==> src/rtl/keypad_hex_entry.sv <==
// 4x4 hex keypad scanner: one-cold column ring, per-sample debounce FSM and a
// 16-bit shift-in entry register (newest nibble in hex[3:0]).
module keypad_hex_entry #(
    parameter int unsigned SCAN_DIV     = 100000,
    parameter int unsigned DEBOUNCE_CNT = 10
) (
    input  logic        clk,
    input  logic        reset,
    input  logic [3:0]  row,
    input  logic        clear,
    output logic [3:0]  col,
    output logic [15:0] hex,
    output logic [3:0]  key_code,
    output logic        key_valid,
    output logic        pressed
);

    localparam int unsigned SW = (SCAN_DIV > 1) ? $clog2(SCAN_DIV) : 1;
    localparam int unsigned DW = $clog2(DEBOUNCE_CNT + 1);
    localparam logic [SW-1:0] DWELL_LAST = SW'(SCAN_DIV - 1);
    localparam logic [DW-1:0] DEB_TARGET = DW'(DEBOUNCE_CNT);
    // Nibble at index {row, col} holds the key legend at that position.
    localparam logic [63:0] KEYMAP = 64'hDEF0_C987_B654_A321;

    typedef enum logic [1:0] {
        IDLE     = 2'd0,
        DEBOUNCE = 2'd1,
        HELD     = 2'd2
    } state_t;

    logic [3:0]    row_meta_q;
    logic [3:0]    rs_q;
    logic [SW-1:0] dwell_q;
    logic [3:0]    col_q;
    state_t        state_q;
    logic [1:0]    cand_row_q;
    logic [DW-1:0] deb_cnt_q;
    logic [DW-1:0] rel_cnt_q;
    logic [15:0]   hex_q;
    logic [3:0]    key_code_q;
    logic          key_valid_q;
    logic          pressed_q;

    logic          sample;
    logic          hit;
    logic          accept;
    logic [1:0]    hit_row;
    logic [1:0]    col_idx;
    logic [3:0]    code_d;
    logic [3:0]    col_rot_d;
    logic [DW-1:0] deb_inc_d;
    logic [DW-1:0] rel_inc_d;

    always_comb begin
        hit     = 1'b1;
        hit_row = 2'd0;
        // Only a single low row is a hit; ghosted or multi-key patterns read as none.
        case (rs_q)
            4'b1110: hit_row = 2'd0;
            4'b1101: hit_row = 2'd1;
            4'b1011: hit_row = 2'd2;
            4'b0111: hit_row = 2'd3;
            default: hit     = 1'b0;
        endcase

        case (col_q)
            4'b1101: col_idx = 2'd1;
            4'b1011: col_idx = 2'd2;
            4'b0111: col_idx = 2'd3;
            default: col_idx = 2'd0;
        endcase

        code_d    = KEYMAP[{hit_row, col_idx, 2'b00} +: 4];
        col_rot_d = {col_q[2:0], col_q[3]};
        deb_inc_d = deb_cnt_q + 1'b1;
        rel_inc_d = rel_cnt_q + 1'b1;
        sample    = (dwell_q == DWELL_LAST);

        accept = 1'b0;
        if (sample && hit) begin
            if (state_q == IDLE && DEBOUNCE_CNT == 1) begin
                accept = 1'b1;
            end
            if (state_q == DEBOUNCE && hit_row == cand_row_q && deb_inc_d == DEB_TARGET) begin
                accept = 1'b1;
            end
        end
    end

    always_ff @(posedge clk or posedge reset) begin
        if (reset) begin
            row_meta_q  <= 4'hF;
            rs_q        <= 4'hF;
            dwell_q     <= '0;
            col_q       <= 4'b1110;
            state_q     <= IDLE;
            cand_row_q  <= 2'd0;
            deb_cnt_q   <= '0;
            rel_cnt_q   <= '0;
            hex_q       <= 16'h0000;
            key_code_q  <= 4'h0;
            key_valid_q <= 1'b0;
            pressed_q   <= 1'b0;
        end else begin
            row_meta_q  <= row;
            rs_q        <= row_meta_q;
            key_valid_q <= 1'b0;
            dwell_q     <= sample ? '0 : dwell_q + 1'b1;

            // The column only moves on a sample evaluated in (or returning to) IDLE.
            if (sample) begin
                case (state_q)
                    IDLE: begin
                        if (hit) begin
                            cand_row_q <= hit_row;
                            deb_cnt_q  <= DW'(1);
                            rel_cnt_q  <= '0;
                            state_q    <= accept ? HELD : DEBOUNCE;
                        end else begin
                            col_q <= col_rot_d;
                        end
                    end
                    DEBOUNCE: begin
                        if (hit && hit_row == cand_row_q) begin
                            deb_cnt_q <= deb_inc_d;
                            if (accept) begin
                                state_q   <= HELD;
                                rel_cnt_q <= '0;
                            end
                        end else begin
                            state_q   <= IDLE;
                            deb_cnt_q <= '0;
                            col_q     <= col_rot_d;
                        end
                    end
                    HELD: begin
                        if (hit) begin
                            rel_cnt_q <= '0;
                        end else if (rel_inc_d == DEB_TARGET) begin
                            rel_cnt_q <= '0;
                            deb_cnt_q <= '0;
                            pressed_q <= 1'b0;
                            state_q   <= IDLE;
                            col_q     <= col_rot_d;
                        end else begin
                            rel_cnt_q <= rel_inc_d;
                        end
                    end
                    default: state_q <= IDLE;
                endcase
            end

            if (accept) begin
                key_valid_q <= 1'b1;
                key_code_q  <= code_d;
                pressed_q   <= 1'b1;
            end

            if (clear) begin
                hex_q <= 16'h0000;
            end else if (accept) begin
                hex_q <= {hex_q[11:0], code_d};
            end
        end
    end

    assign col       = col_q;
    assign hex       = hex_q;
    assign key_code  = key_code_q;
    assign key_valid = key_valid_q;
    assign pressed   = pressed_q;

endmodule

==> config.mk <==
export PLATFORM = sky130hd
export DESIGN_NAME = keypad_hex_entry
export DESIGN_NICKNAME = d
export VERILOG_FILES = /design/src/rtl/keypad_hex_entry.sv
export SDC_FILE = /design/constraint.sdc
export NUM_CORES = 1
export LEC_CHECK = 0
export ABC_AREA = 1
export CAP_MARGIN = 25
export CORE_UTILIZATION = 35
export CTS_CLUSTER_DIAMETER = 40
export DETAILED_ROUTE_END_ITERATION = 16
export PLACE_DENSITY_LB_ADDON = 0.25
export SLEW_MARGIN = 20
export SYNTH_ARGS = -nofsm -noshare
export SYNTH_HDL_FRONTEND = slang
export SYNTH_SLANG_ARGS = --single-unit
==> constraint.sdc <==
create_clock -name clk -period 2.1 [get_ports clk]
set_input_delay 0.21 -clock clk [delete_from_list [all_inputs] [get_ports clk]]
set_output_delay 0.21 -clock clk [all_outputs]
set_load 0.01 [all_outputs]
==> out/metrics.cfg <==
[synthesis]
synthArstFlopShare = 1.000
yosys_register_bits = 63
syn-cell-area_um2 = 3462
synth_cells = 426
synth_top_area_cell = dfrtp_1
synthTopCellsByArea = dfrtp_1 38%, nand2_1 12%, dfstp_2 8.3%, inv_1 6.5%, nand3_1 5.3%
syn-num-nets = 445
synth.distinct_cells = 36
synthTopCellsByCount = 108 x nand2_1, 60 x inv_1, 52 x dfrtp_1
synth_top_flop_cell = dfrtp_1
syn_avg_cell_area_um2 = 8.127
ys_seq_area_frac = 0.4593
synth-edff-count = 0
yosys_warnings = 0
synthMostInstantiatedCell = nand2_1
synth_top_cell_area_share = 0.3759

[layout]
layout.nets = 493
fin_cells = 608
syn_to_final_growth_pct = 21.29
n_antenna_cell = 0
drive_gt1_frac = 0.1587
finish.utilization = 0.4460

[drt]
routed_wire_length_per_instance_um = 11.64
ant_nets = 0
drtIter0Drc = 140
routed_wl_um = 7080
vias = 2830
drcViolationCount = 0
firstDrtPassIters = 4
viasPerCell = 4.655

[placement]
dp_hpwl_um = 5269
gp_congestion = 0.8238
dp.cells = 589
post-place-ws_ns = 0.1431
port_buffers = 32

[power]
p_switching_uw = 546.9
p_leak_nw = 1.983
p_clk_frac = 0.403
powerDensity_nw_per_um2 = 541.9
peakVddDrop_mv = 0.2948
pwr-share-comb = 0.054
p_seq_frac = 0.543
p_sw_frac = 0.2403
intPower_mw = 1.729

[cts]
cts_max_level = 3
cts_tree = yes
hold_buffers = 0
cts.sinks = 63
root_buffer = clkbuf_8
clkLatencyLatePin_ns = 0.34
clkSlewWorstSetupHoldPaths_ns = 0.07
ctsLongestPathBuffers = 2
numCtsBuffers = 9

[global_routing]
grt_pass1_vias = 2719
grt_pass1_wl_um = 12500
grt_overflow_total = 0
grt_max_degree = 29
grtUsageTotal = 0.1559
antenna_found_initial = 0

[timing]
fin_tns_setup_ns = 0
slew_violations = 0
fin_ws_ns = 0.1984
finalCritPeriodShare = 0.9055
finalSetupViolations = 0
min_period_ns = 1.902
hold_viol_final = 0
worstMarginPinSlew_ns = 0.4449
fmax_mhz = 525.9
skew_ns = 0.01474
slew_headroom = 0.7030

[min_path]
hp-class = in2async

[setup_path]
worstPathRequired_ns = 2.33
endpoint_kind = flip-flop
worstSetupPathType = reg2reg
crit_arrival_ns = 2.13
path_max_fanout = 8
worst_setup_path_start_kind = flip-flop

[floorplanning]
die_x_um = 101.5
rows = 35
coreArea_um2 = 9415
io_pins = 33
die_area_um2 = 10290
die_h_um = 101.5
start_util = 0.3677

[status]
status = completed

[run]
cap_violations = 0

-- cell type report --
type | instances | area [um2]
clock buffer | 12 | 145.1
clock inverter | 4 | 22.52
fill | 913 | 5216
inverter | 65 | 244.0
multi-input combinational | 290 | 1593
sequential | 63 | 1590
tap | 129 | 161.4
timing repair buffer | 45 | 442.9
-- power by group through the flow --
stage | logic, mW | clock network (mW) | registers, mW
after floorplan | 0.0736 | 0 | 1.26
after global placement | 0.122 | 0 | 1.26
after detailed placement | 0.123 | 0 | 1.26
after CTS | 0.124 | 0.948 | 1.23
after global routing | 0.140 | 1.01 | 1.24
final | 0.124 | 0.917 | 1.23
-- final timing paths --
path,start,end,slack (ns),depth (start not counted)
setup / recovery,dwell_q[0],rel_cnt_q[2],0.20,10
setup reg to reg,dwell_q[0],rel_cnt_q[2],0.20,10
min in group clk,row[3],row_meta_q[3],0.28,1
hold / removal,reset,hex[13],0.19,2
hold reg to reg,row_meta_q[0],rs_q[0],0.35,0
max in group asynchronous,reset,rs_q[1],1.35,3
-- metrics by stage --
step | power, mW | area (um2) | hold WS, ns
final | 2.276 | 4199 | 0.1881
after detailed placement | 1.381 | 3994 | 0.3468
after global placement | 1.379 | 3994 | 0.3460
after global routing | 2.381 | 4199 | 0.2224
after CTS | 2.307 | 4161 | 0.2005
after floorplan | 1.331 | 3462 | 0.2145
-- cell usage in the layout (no fill, tap or decap), drive strengths merged --
| cell type | count |
|---|---|
| nor3 | 9 |
| clkinv | 3 |
| o22ai | 1 |
| a21oi | 7 |
| clkbuf | 12 |
| clkinvlp | 1 |
| o21ai | 30 |
| nand3b | 3 |
| nand2 | 119 |
| nor4 | 1 |
| o21bai | 1 |
| ha | 12 |
| inv | 65 |
| dfstp | 11 |
| o31ai | 5 |
| buf | 13 |
| nor2 | 42 |
| xor2 | 3 |
| nand4 | 13 |
| nor3b | 2 |
| dfrtp | 52 |
| nand3 | 41 |
| clkdlybuf4s50 | 32 |
| o21a | 1 |
-- flip-flops by register name, summed over array words and instances, names as in the netlist --
register	cells
pressed	1
dwell_q	17
row_meta_q	4
deb_cnt_q	4
hex	16
key_valid	1
key_code	4
state_q	2
col	4
rs_q	4
rel_cnt_q	4
cand_row_q	2
-- cells by family (layout without fill, tap and decap cells) --
| group | after synthesis | count (layout) | share of synthesized area |
|---|---|---|---|
| compound gates | 45 | 45 | 0.07987 |
| xor+xnor | 3 | 3 | 0.007591 |
| fa+ha+maj | 12 | 12 | 0.04337 |
| buf+inv | 74 | 126 | 0.08710 |
| flops | 63 | 63 | 0.4593 |
| simple gates | 229 | 230 | 0.3227 |
-- timing repair --
| action | CTS | global route |
|---|---|---|
| setup endpoints to repair | 0 | 12 |
| gates resized for setup | 0 | 3 |
| setup buffers | 0 | 2 |
-- critical path: stages, from the launching register on --
cell and delay, ns:
dfrtp_1 0.38, ha_1 0.17, nand2_1 0.10, nor2_2 0.20, nand3_2 0.11, nor2_4 0.22, inv_2 0.16, nor3_4 0.21
nand2_2 0.12, nand2_1 0.06, o21ai_1 0.05
-- metal layers --
metal,wire [um],GRT usage,part of all wire
met2,3330,0.2439,0.47
met5,0,0,0
met3,218,0.02830,0.031
met4,117,0.07023,0.017
met1,3414,0.2111,0.48
Power figures use the tool's default switching activity.
